[config.mk]
export PLATFORM = sky130hd
export DESIGN_NAME = dual_issue_scheduler
export DESIGN_NICKNAME = d
export VERILOG_FILES = /design/src/rtl/dual_issue_scheduler.sv
export SDC_FILE = /design/constraint.sdc
export NUM_CORES = 1
export LEC_CHECK = 0
export ABC_AREA = 1
export BUFFER_PORTS_ARGS = -buffer_cell sky130_fd_sc_hd__buf_2
export CORE_MARGIN = 2
export CORE_UTILIZATION = 30
export CTS_BUF_LIST = sky130_fd_sc_hd__clkbuf_4 sky130_fd_sc_hd__clkbuf_8
export DETAILED_ROUTE_END_ITERATION = 10
export HOLD_SLACK_MARGIN = 0.06
export PLACE_DENSITY_LB_ADDON = 0.1
export SYNTH_ARGS = -nofsm -noshare
export SYNTH_HDL_FRONTEND = slang
export SYNTH_SLANG_ARGS = --single-unit
[constraint.sdc]
create_clock -name clk -period 7.35 [get_ports clk]
set_clock_uncertainty 0.2 [all_clocks]
set_input_delay 0 -clock clk [delete_from_list [all_inputs] [get_ports clk]]
set_output_delay 0 -clock clk [all_outputs]
set_load 0.02 [all_outputs]
[src/rtl/dual_issue_scheduler.sv]
// Fetch buffer and dual-lane issue scheduler: a circular queue feeding decode lanes A/B,
// with lane B held on intra-pair hazards and per-lane immediate-format selects.
module dual_issue_scheduler #(
   parameter int DATA_WIDTH = 32,
   parameter int DEPTH      = 4
) (
   input  logic                  clk,
   input  logic                  rst,
   input  logic [1:0]            in_valid,
   input  logic [DATA_WIDTH-1:0] in_instr0,
   input  logic [DATA_WIDTH-1:0] in_instr1,
   output logic                  in_ready,
   input  logic                  stall,
   input  logic                  flush,
   output logic                  issueA_valid,
   output logic [DATA_WIDTH-1:0] instrA,
   output logic                  issueB_valid,
   output logic [DATA_WIDTH-1:0] instrB,
   output logic [5:0]            ImmSrc
);

   localparam int PW = $clog2(DEPTH);
   localparam int CW = PW + 1;
   localparam logic [DATA_WIDTH-1:0] NOP = DATA_WIDTH'(32'h0000_0013);

   logic [DATA_WIDTH-1:0] mem [DEPTH];
   logic [PW-1:0]         head, tail;
   logic [CW-1:0]         count;

   logic [DATA_WIDTH-1:0] head_a, head_b;
   logic [6:0]            op_a, op_b;
   logic [4:0]            rd_a, rs1_b, rs2_b;
   logic                  a_ctrl, a_writes, b_uj, b_uses_rs2, hold_b;
   logic                  take_a, take_b, enq_ok;
   logic [CW-1:0]         n_enq, n_deq;

   function automatic logic [2:0] imm_sel(input logic [6:0] op);
      case (op)
         7'b0010011, 7'b0000011, 7'b1100111: imm_sel = 3'b000;
         7'b0100011:                         imm_sel = 3'b001;
         7'b1100011:                         imm_sel = 3'b010;
         7'b0110111, 7'b0010111:             imm_sel = 3'b011;
         7'b1101111:                         imm_sel = 3'b100;
         default:                            imm_sel = 3'b111;
      endcase
   endfunction

   // Free space is judged on count alone so in_ready never depends on this cycle's dequeue.
   assign in_ready = (count <= CW'(DEPTH - 2));
   assign enq_ok   = in_ready && !flush;
   assign n_enq    = enq_ok ? (CW'(in_valid[0]) + CW'(in_valid[1])) : '0;

   always_comb begin
      head_a     = mem[head];
      head_b     = mem[head + PW'(1)];
      op_a       = head_a[6:0];
      rd_a       = head_a[11:7];
      op_b       = head_b[6:0];
      rs1_b      = head_b[19:15];
      rs2_b      = head_b[24:20];
      a_ctrl     = (op_a == 7'b1100011) || (op_a == 7'b1101111) || (op_a == 7'b1100111);
      a_writes   = (op_a != 7'b0100011) && (op_a != 7'b1100011) && (rd_a != 5'd0);
      b_uj       = (op_b == 7'b0110111) || (op_b == 7'b0010111) || (op_b == 7'b1101111);
      b_uses_rs2 = (op_b == 7'b0110011) || (op_b == 7'b0100011) || (op_b == 7'b1100011);
      hold_b     = a_ctrl || (a_writes && ((!b_uj && (rs1_b == rd_a)) ||
                                           (b_uses_rs2 && (rs2_b == rd_a))));
      take_a     = !stall && (count != '0);
      take_b     = take_a && (count >= CW'(2)) && !hold_b;
      n_deq      = CW'(take_a) + CW'(take_b);
   end

   always_ff @(posedge clk or posedge rst) begin
      if (rst) begin
         for (int i = 0; i < DEPTH; i++) mem[i] <= NOP;
         head         <= '0;
         tail         <= '0;
         count        <= '0;
         issueA_valid <= 1'b0;
         issueB_valid <= 1'b0;
         instrA       <= NOP;
         instrB       <= NOP;
         ImmSrc       <= 6'b000000;
      end else if (flush) begin
         head         <= '0;
         tail         <= '0;
         count        <= '0;
         issueA_valid <= 1'b0;
         issueB_valid <= 1'b0;
         instrA       <= NOP;
         instrB       <= NOP;
         ImmSrc       <= 6'b000000;
      end else begin
         if (enq_ok) begin
            case (in_valid)
               2'b01: mem[tail] <= in_instr0;
               2'b10: mem[tail] <= in_instr1;
               2'b11: begin
                  mem[tail]          <= in_instr0;
                  mem[tail + PW'(1)] <= in_instr1;
               end
               default: ;
            endcase
            tail <= tail + PW'(n_enq);
         end
         head  <= head + PW'(n_deq);
         count <= count + n_enq - n_deq;
         if (!stall) begin
            issueA_valid <= take_a;
            instrA       <= take_a ? head_a : NOP;
            issueB_valid <= take_b;
            instrB       <= take_b ? head_b : NOP;
            ImmSrc       <= {take_a ? imm_sel(op_a) : 3'b000, take_b ? imm_sel(op_b) : 3'b000};
         end
      end
   end

endmodule

==> out/results.ini, run 1 <==
[placed_design]
numPortBuffers = 142
place_inst = 2980
dp_hpwl_mm = 40.5
gp_congestion = 0.855

[clock_tree]
cts_resized = 0
clk_path_buf_depth = 3
cts_tree = yes
h-tree-depth = 2
numCtsBuffers = 43
cts-root-buf = clkbuf_8
insertion_delay_ns = 0.62
cts_sinks = 207
path_clk_slew_ns = 0.06

[grt]
track_usage_pct = 24.2
grt_pass1_vias = 16800
grt_overflow = 0
grt_pass1_wl_mm = 101
antenna_found_initial = 0
grt_start_max_net_pins = 124

[min_path]
hold_depth = 5
hold_start = flush
min_to = tail[0]$_DFFE_PP0P_
min_path_type = in -> reg

[run]
max_cap_violations = 0

[critical_path]
crit_path_end_kind = flip-flop
reg2reg_to = mem[97]$_DFFE_PP1P_
timing.rr.start = tail[1]$_DFFE_PP0P_
r2r_cells = 11
cp.arrival_ns = 5.69
cp.required_ns = 7.70
cp_max_fo = 65
worstSetupPathType = reg -> reg
worstSetupStartpointType = flip-flop
rrSetupSlack_ns = 2.00

[die]
dieArea_sq_um = 53100
io_pins = 143
die_h_um = 230
chipWidth_um = 230
start_util_pct = 30.5
core-area_sq_um = 50400
rows = 82

[cells_and_area]
layoutNonFillerInstCount = 3177
drive_gt1_share_pct = 12.3
nNetsFinal = 2552
fillers = 5521
antenna_cells = 0
area_growth_pct = 20.2

[yosys]
ys_types = 41
ys_seq_area_share_pct = 33.9
synth_fp_nets = 2407
ys_ff_latch = 207
netlist_area_sq_um = 15400
yosys_warnings = 0
avgSynthCellArea_sq_um = 6.60
postSynthCellCount = 2327

[timing]
period_share_pct = 72.7
whs_ns = 0.165
fmax_ghz = 0.187
finalHoldViolCount = 0
tightestPinTransition_ns = 1.05
rsz0062_at_grt = false
tns_ns = 0
setup_viol = 0
timing.final.max_slew_violations = 0
relSlewSlack_pct = 30.3
period_minus_slack_ns = 5.35

[route]
drcViolationCount = 0
vias_per_cell = 5.49
wl_per_cell_um = 20.4
ant_nets = 0
wl_mm = 65.0
dr.pass1.iters = 6
dr_total_vias = 17400
drt_iter0_drc = 1601

[outcome]
status = finished, final reports clean

[pwr]
p_per_area_nw_per_um2 = 423
peakVddDrop_mv = 0.186
p_leak_nw = 8.74
power_mw = 7.81

-- per-stage QoR --
stage	instance area (sq um)	util [%]	worst slack [ns]
6_report	18500	36.7	2.00
5_1_grt	18500	36.7	1.81
4_1_cts	18500	36.7	2.07
3_5_place_dp	16400	32.5	2.23
3_3_place_gp	16400	32.5	2.32
2_1_floorplan	15400	-	1.53
-- cell usage in the layout, fill, tap and decap left out, types with 7 or more instances in the layout --
cell	count
a221oi_1	9
clkinv_2	7
nand3_1	32
inv_2	10
dlygate4sd3_1	119
o211ai_1	13
nand4_1	39
a31oi_1	23
clkbuf_4	19
a311oi_1	84
o22ai_1	24
dfstp_2	18
a2bb2oi_1	23
a21oi_1	260
buf_4	19
o21ai_0	327
nand2_1	628
a32o_1	20
o21ai_1	11
inv_1	226
clkbuf_8	55
dfrtp_1	187
a32oi_1	9
buf_2	142
or2_2	8
nor2_1	144
-- logic make-up (layout without fill, tap and decap cells) --
family,Yosys count,in the layout,share of synthesized area (%)
buffers and inverters,424,602,11.2
AND/OR/NAND/NOR,870,870,22.7
AO/OA/AOI/OAI,810,810,31.0
adder cells (fa/ha/maj),10,10,0.912
flip-flops,207,207,33.9
XOR/XNOR,6,6,0.342
-- worst max-delay path, cell delays in order (launching register included) --
cell,delay [ns]
dfrtp_1,0.50
nor2_4,0.12
buf_4,0.78
clkinv_2,0.86
buf_4,0.54
o21ai_0,0.30
a21oi_1,0.10
dlygate4sd3_1,0.59
nand2_1,0.05
dlygate4sd3_1,0.55
a2bb2oi_1,0.06
dlygate4sd3_1,0.56
-- cell type report --
class                      count  area [sq um]  area share [%]
timing repair buffer         281          2060            11.2
multi-input combinational   1696          8510            46.1
inverter                     243           928            5.03
sequential                   207          5210            28.2
tap                          672           841            4.55
clock buffer                  74           900            4.87
clock inverter                 4          20.0           0.108
-- how the worst max path moves through the flow --
stage	startpoint	to	slack [ns]	cells past startpoint
6_report	tail[1]$_DFFE_PP0P_	mem[97]$_DFFE_PP1P_	2.00	11
5_1_grt	tail[1]$_DFFE_PP0P_	mem[96]$_DFFE_PP1P_	1.81	11
4_1_cts	tail[1]$_DFFE_PP0P_	mem[97]$_DFFE_PP1P_	2.07	11
3_5_place_dp	head[1]$_DFF_PP0_	count[2]$_DFF_PP0_	2.23	22
3_3_place_gp	head[1]$_DFF_PP0_	count[2]$_DFF_PP0_	2.32	22
2_1_floorplan	rst	ImmSrc[0]$_DFFE_PP0P_	1.53	1
-- metal layers --
metal,track usage [%],share of wire (%),vias up
met3,3.29,6.4,102
met5,0,0,-
met1,34.2,46,8446
met4,6.81,2.2,0
li1,-,-,8235
met2,38.7,45,659
-- Yosys cell counts (all sizes together) --
cell type  instances  share of area (%)
o21a               1              0.049
nand4             39                1.6
ha                 8               0.65
o22ai             24               0.98
o21ai            340                 11
a311oi            84                4.8
a2bb2oi           23                1.3
a221oi             9               0.51
fa                 2               0.26
o211ai            14               0.72
dfstp             18                3.1
xnor2              3               0.17
nor2             154                4.0
a31oi             23               0.94
or2                8               0.33
a32o              20                1.3
xor2               3               0.17
clkinv             2              0.049
clkbuf           131                3.2
nand3             32                1.0
a32oi             12               0.83
buf               50                2.1
nand2            635                 16
dfrtp            189                 31
a21oi            260                8.5
nor3               2              0.065
inv              241                5.9
-- timing repair --
item                      in CTS  in global routing
hold buffers                 119                  0
hold endpoints to repair     362                  0
setup buffers                  0                  0
-- power breakdown --
group | total (mW) | switching, mW | leakage (nW) | internal [mW]
Clock | 1.35 | 0.582 | 0.498 | 0.764
Combinational | 4.42 | 3.04 | 5.80 | 1.38
Sequential | 2.04 | 0.406 | 2.44 | 1.64
-- state kept, by name, indices dropped and copies added, names as in the netlist --
name / count
issueA_valid: 1
issueB_valid: 1
instrB: 32
mem: 128
tail: 2
count: 3
head: 2
ImmSrc: 6
instrA: 32
Note: power is estimated with default switching activity, not from simulation.
==> run 2: changes to the inputs <==
==> constraint.sdc (replaced) <==
create_clock -name clk -period 4.6 [get_ports clk]
set_clock_uncertainty 0.2 [all_clocks]
set_input_delay 0 -clock clk [delete_from_list [all_inputs] [get_ports clk]]
set_output_delay 0 -clock clk [all_outputs]
set_load 0.02 [all_outputs]
==> out/results.ini, run 2 (synthesis gave the netlist of run 1 again) <==
[clock_tree]
post_cts_buffers = 0
cts_tree = yes
cts_resized = 0
cts_sinks = 207
hold_buffers = 121
path_clk_slew_ns = 0.06
cts-root-buf = clkbuf_8
numCtsBuffers = 44
h-tree-depth = 2
insertion_delay_ns = 0.63
clk_path_buf_depth = 3

[timing]
setup_viol = 0
finalHoldViolCount = 0
period_share_pct = 89.5
fmax_ghz = 0.243
period_minus_slack_ns = 4.12
whs_ns = 0.171
tns_ns = 0
tightestPinTransition_ns = 1.10
rsz0062_at_grt = false
timing.final.max_slew_violations = 0
relSlewSlack_pct = 26.6

[route]
dr_total_vias = 17700
drcViolationCount = 0
wl_mm = 66.0
vias_per_cell = 5.54
ant_nets = 0
drt_iter0_drc = 1690
wl_per_cell_um = 20.7
dr.pass1.iters = 6

[critical_path]
crit_path_end_kind = flip-flop
worstSetupPathType = reg -> reg
cp.arrival_ns = 4.48
worstSetupStartpointType = flip-flop
cp_slowest_cell = inv_2
cp_max_fo = 41
crit_top_cell = dlygate4sd3_1
cp.required_ns = 4.96
crit_chain = nor2_4, inv_2, buf_12, o21ai_0, a21oi_1, dlygate4sd3_1, nand2_1, dlygate4sd3_1, a2bb2oi_1, dlygate4sd3_1
cpPeakStageDelay_ns = 0.79
timing.rr.start = tail[1]$_DFFE_PP0P_
worstSetupStartpoint = tail[1]$_DFFE_PP0P_

[cells_and_area]
nNetsFinal = 2569
final_cell_mix = nand2_1 (628), o21ai_0 (327), a21oi_1 (260)
drive_gt1_share_pct = 12.8
reg_top3 = mem x128, instrA x32, instrB x32
largest_reg_flops = 128
area_growth_pct = 22.1
largest-register = mem
mostFrequentLayoutCell = nand2_1

[pwr]
power_frac_comb_pct = 56.9
peakVddDrop_mv = 0.386
power_frac_seq_pct = 24.9
power_switching_share_pct = 51.3
p_switching_mw = 6.62
p_leak_nw = 8.87
pwr-share-clk_pct = 18.1
p_int_mw = 6.29
p_per_area_nw_per_um2 = 688

[grt]
grt_overflow = 0
track_usage_pct = 24.6
use_met2_pct = 38.2
grt_start_max_net_pins = 174
use_met3_pct = 3.79
use_met1_pct = 34.6
grt_pass1_vias = 17000
grt_pass1_wl_mm = 102
grt.busiest_layer = met2
antenna_found_initial = 1

[die]
dieArea_sq_um = 53100
die_h_um = 230
chipWidth_um = 230
io_pins = 143
core-area_sq_um = 50400
rows = 82
start_util_pct = 30.5

[min_path]
hold_start = in_instr1[0]
min_path_type = in -> reg

[placed_design]
dp_hpwl_mm = 40.1
numPortBuffers = 142
gp_congestion = 0.833

[run]
max_cap_violations = 0

[outcome]
status = finished, final reports clean

==> run 2: final cells by class <==
| type | instances | area, sq um |
|---|---|---|
| Fill cell | 5408 | 31600 |
| Multi-Input combinational cell | 1696 | 8510 |
| Sequential cell | 207 | 5210 |
| Timing Repair Buffer | 297 | 2280 |
| Inverter | 243 | 922 |
| Clock buffer | 72 | 916 |
| Tap cell | 672 | 841 |
| Clock inverter | 7 | 87.6 |
| Antenna cell | 2 | 5.00 |
==> run 2: worst paths after layout <==
path                       cells past startpoint  slack [ns]                     end
setup / recovery                              10        0.48     mem[97]$_DFFE_PP1P_
hold / removal                                 6        0.17      mem[0]$_DFFE_PP1P_
hold reg to reg                                2        0.27  instrB[28]$_DFFE_PP0P_
max in group asynchronous                      5        2.34       head[0]$_DFF_PP0_
setup reg to reg                              10        0.48     mem[97]$_DFFE_PP1P_
min in group asynchronous                      4        0.44  instrB[30]$_DFFE_PP0P_
==> run 2: power groups by stage <==
stage / combinational [mW] / sequential (mW) / clock (mW)
after floorplan: 4.71 / 3.24 / 0
after global placement: 6.90 / 3.25 / 0
after detailed placement: 7.00 / 3.23 / 0
after CTS: 7.27 / 3.21 / 2.40
after global routing: 8.20 / 3.31 / 2.47
final: 7.35 / 3.22 / 2.34
==> run 2: layer usage <==
metal / part of all wire (%) / vias up
met1: 47 / 8614
met2: 45 / 712
met5: 0 / -
li1: - / 8261
met4: 2.8 / 0
met3: 6.2 / 129
==> run 2: worst max-delay path: cells and delay by family (launching register included) <==
family,cells,cell delay (ns)
compound gates,3,0.42
buf+inv,5,2.78
flops,1,0.55
simple gates,2,0.10
==> run 2: stage by stage <==
| stage | area [sq um] | power (mW) | worst slack (ns) | util [%] | instances |
|---|---|---|---|---|---|
| finish | 18800 | 12.9 | 0.482 | 37.2 | 3196 |
| global route | 18800 | 14.0 | 0.328 | 37.2 | 3195 |
| CTS | 18800 | 12.9 | 0.537 | 37.2 | 3194 |
| detailed placement | 16500 | 10.2 | 0.588 | 32.8 | 2994 |
| global placement | 16500 | 10.1 | 0.649 | 32.8 | 2994 |
| floorplan | 15400 | 7.95 | 1.11 | - | 2327 |
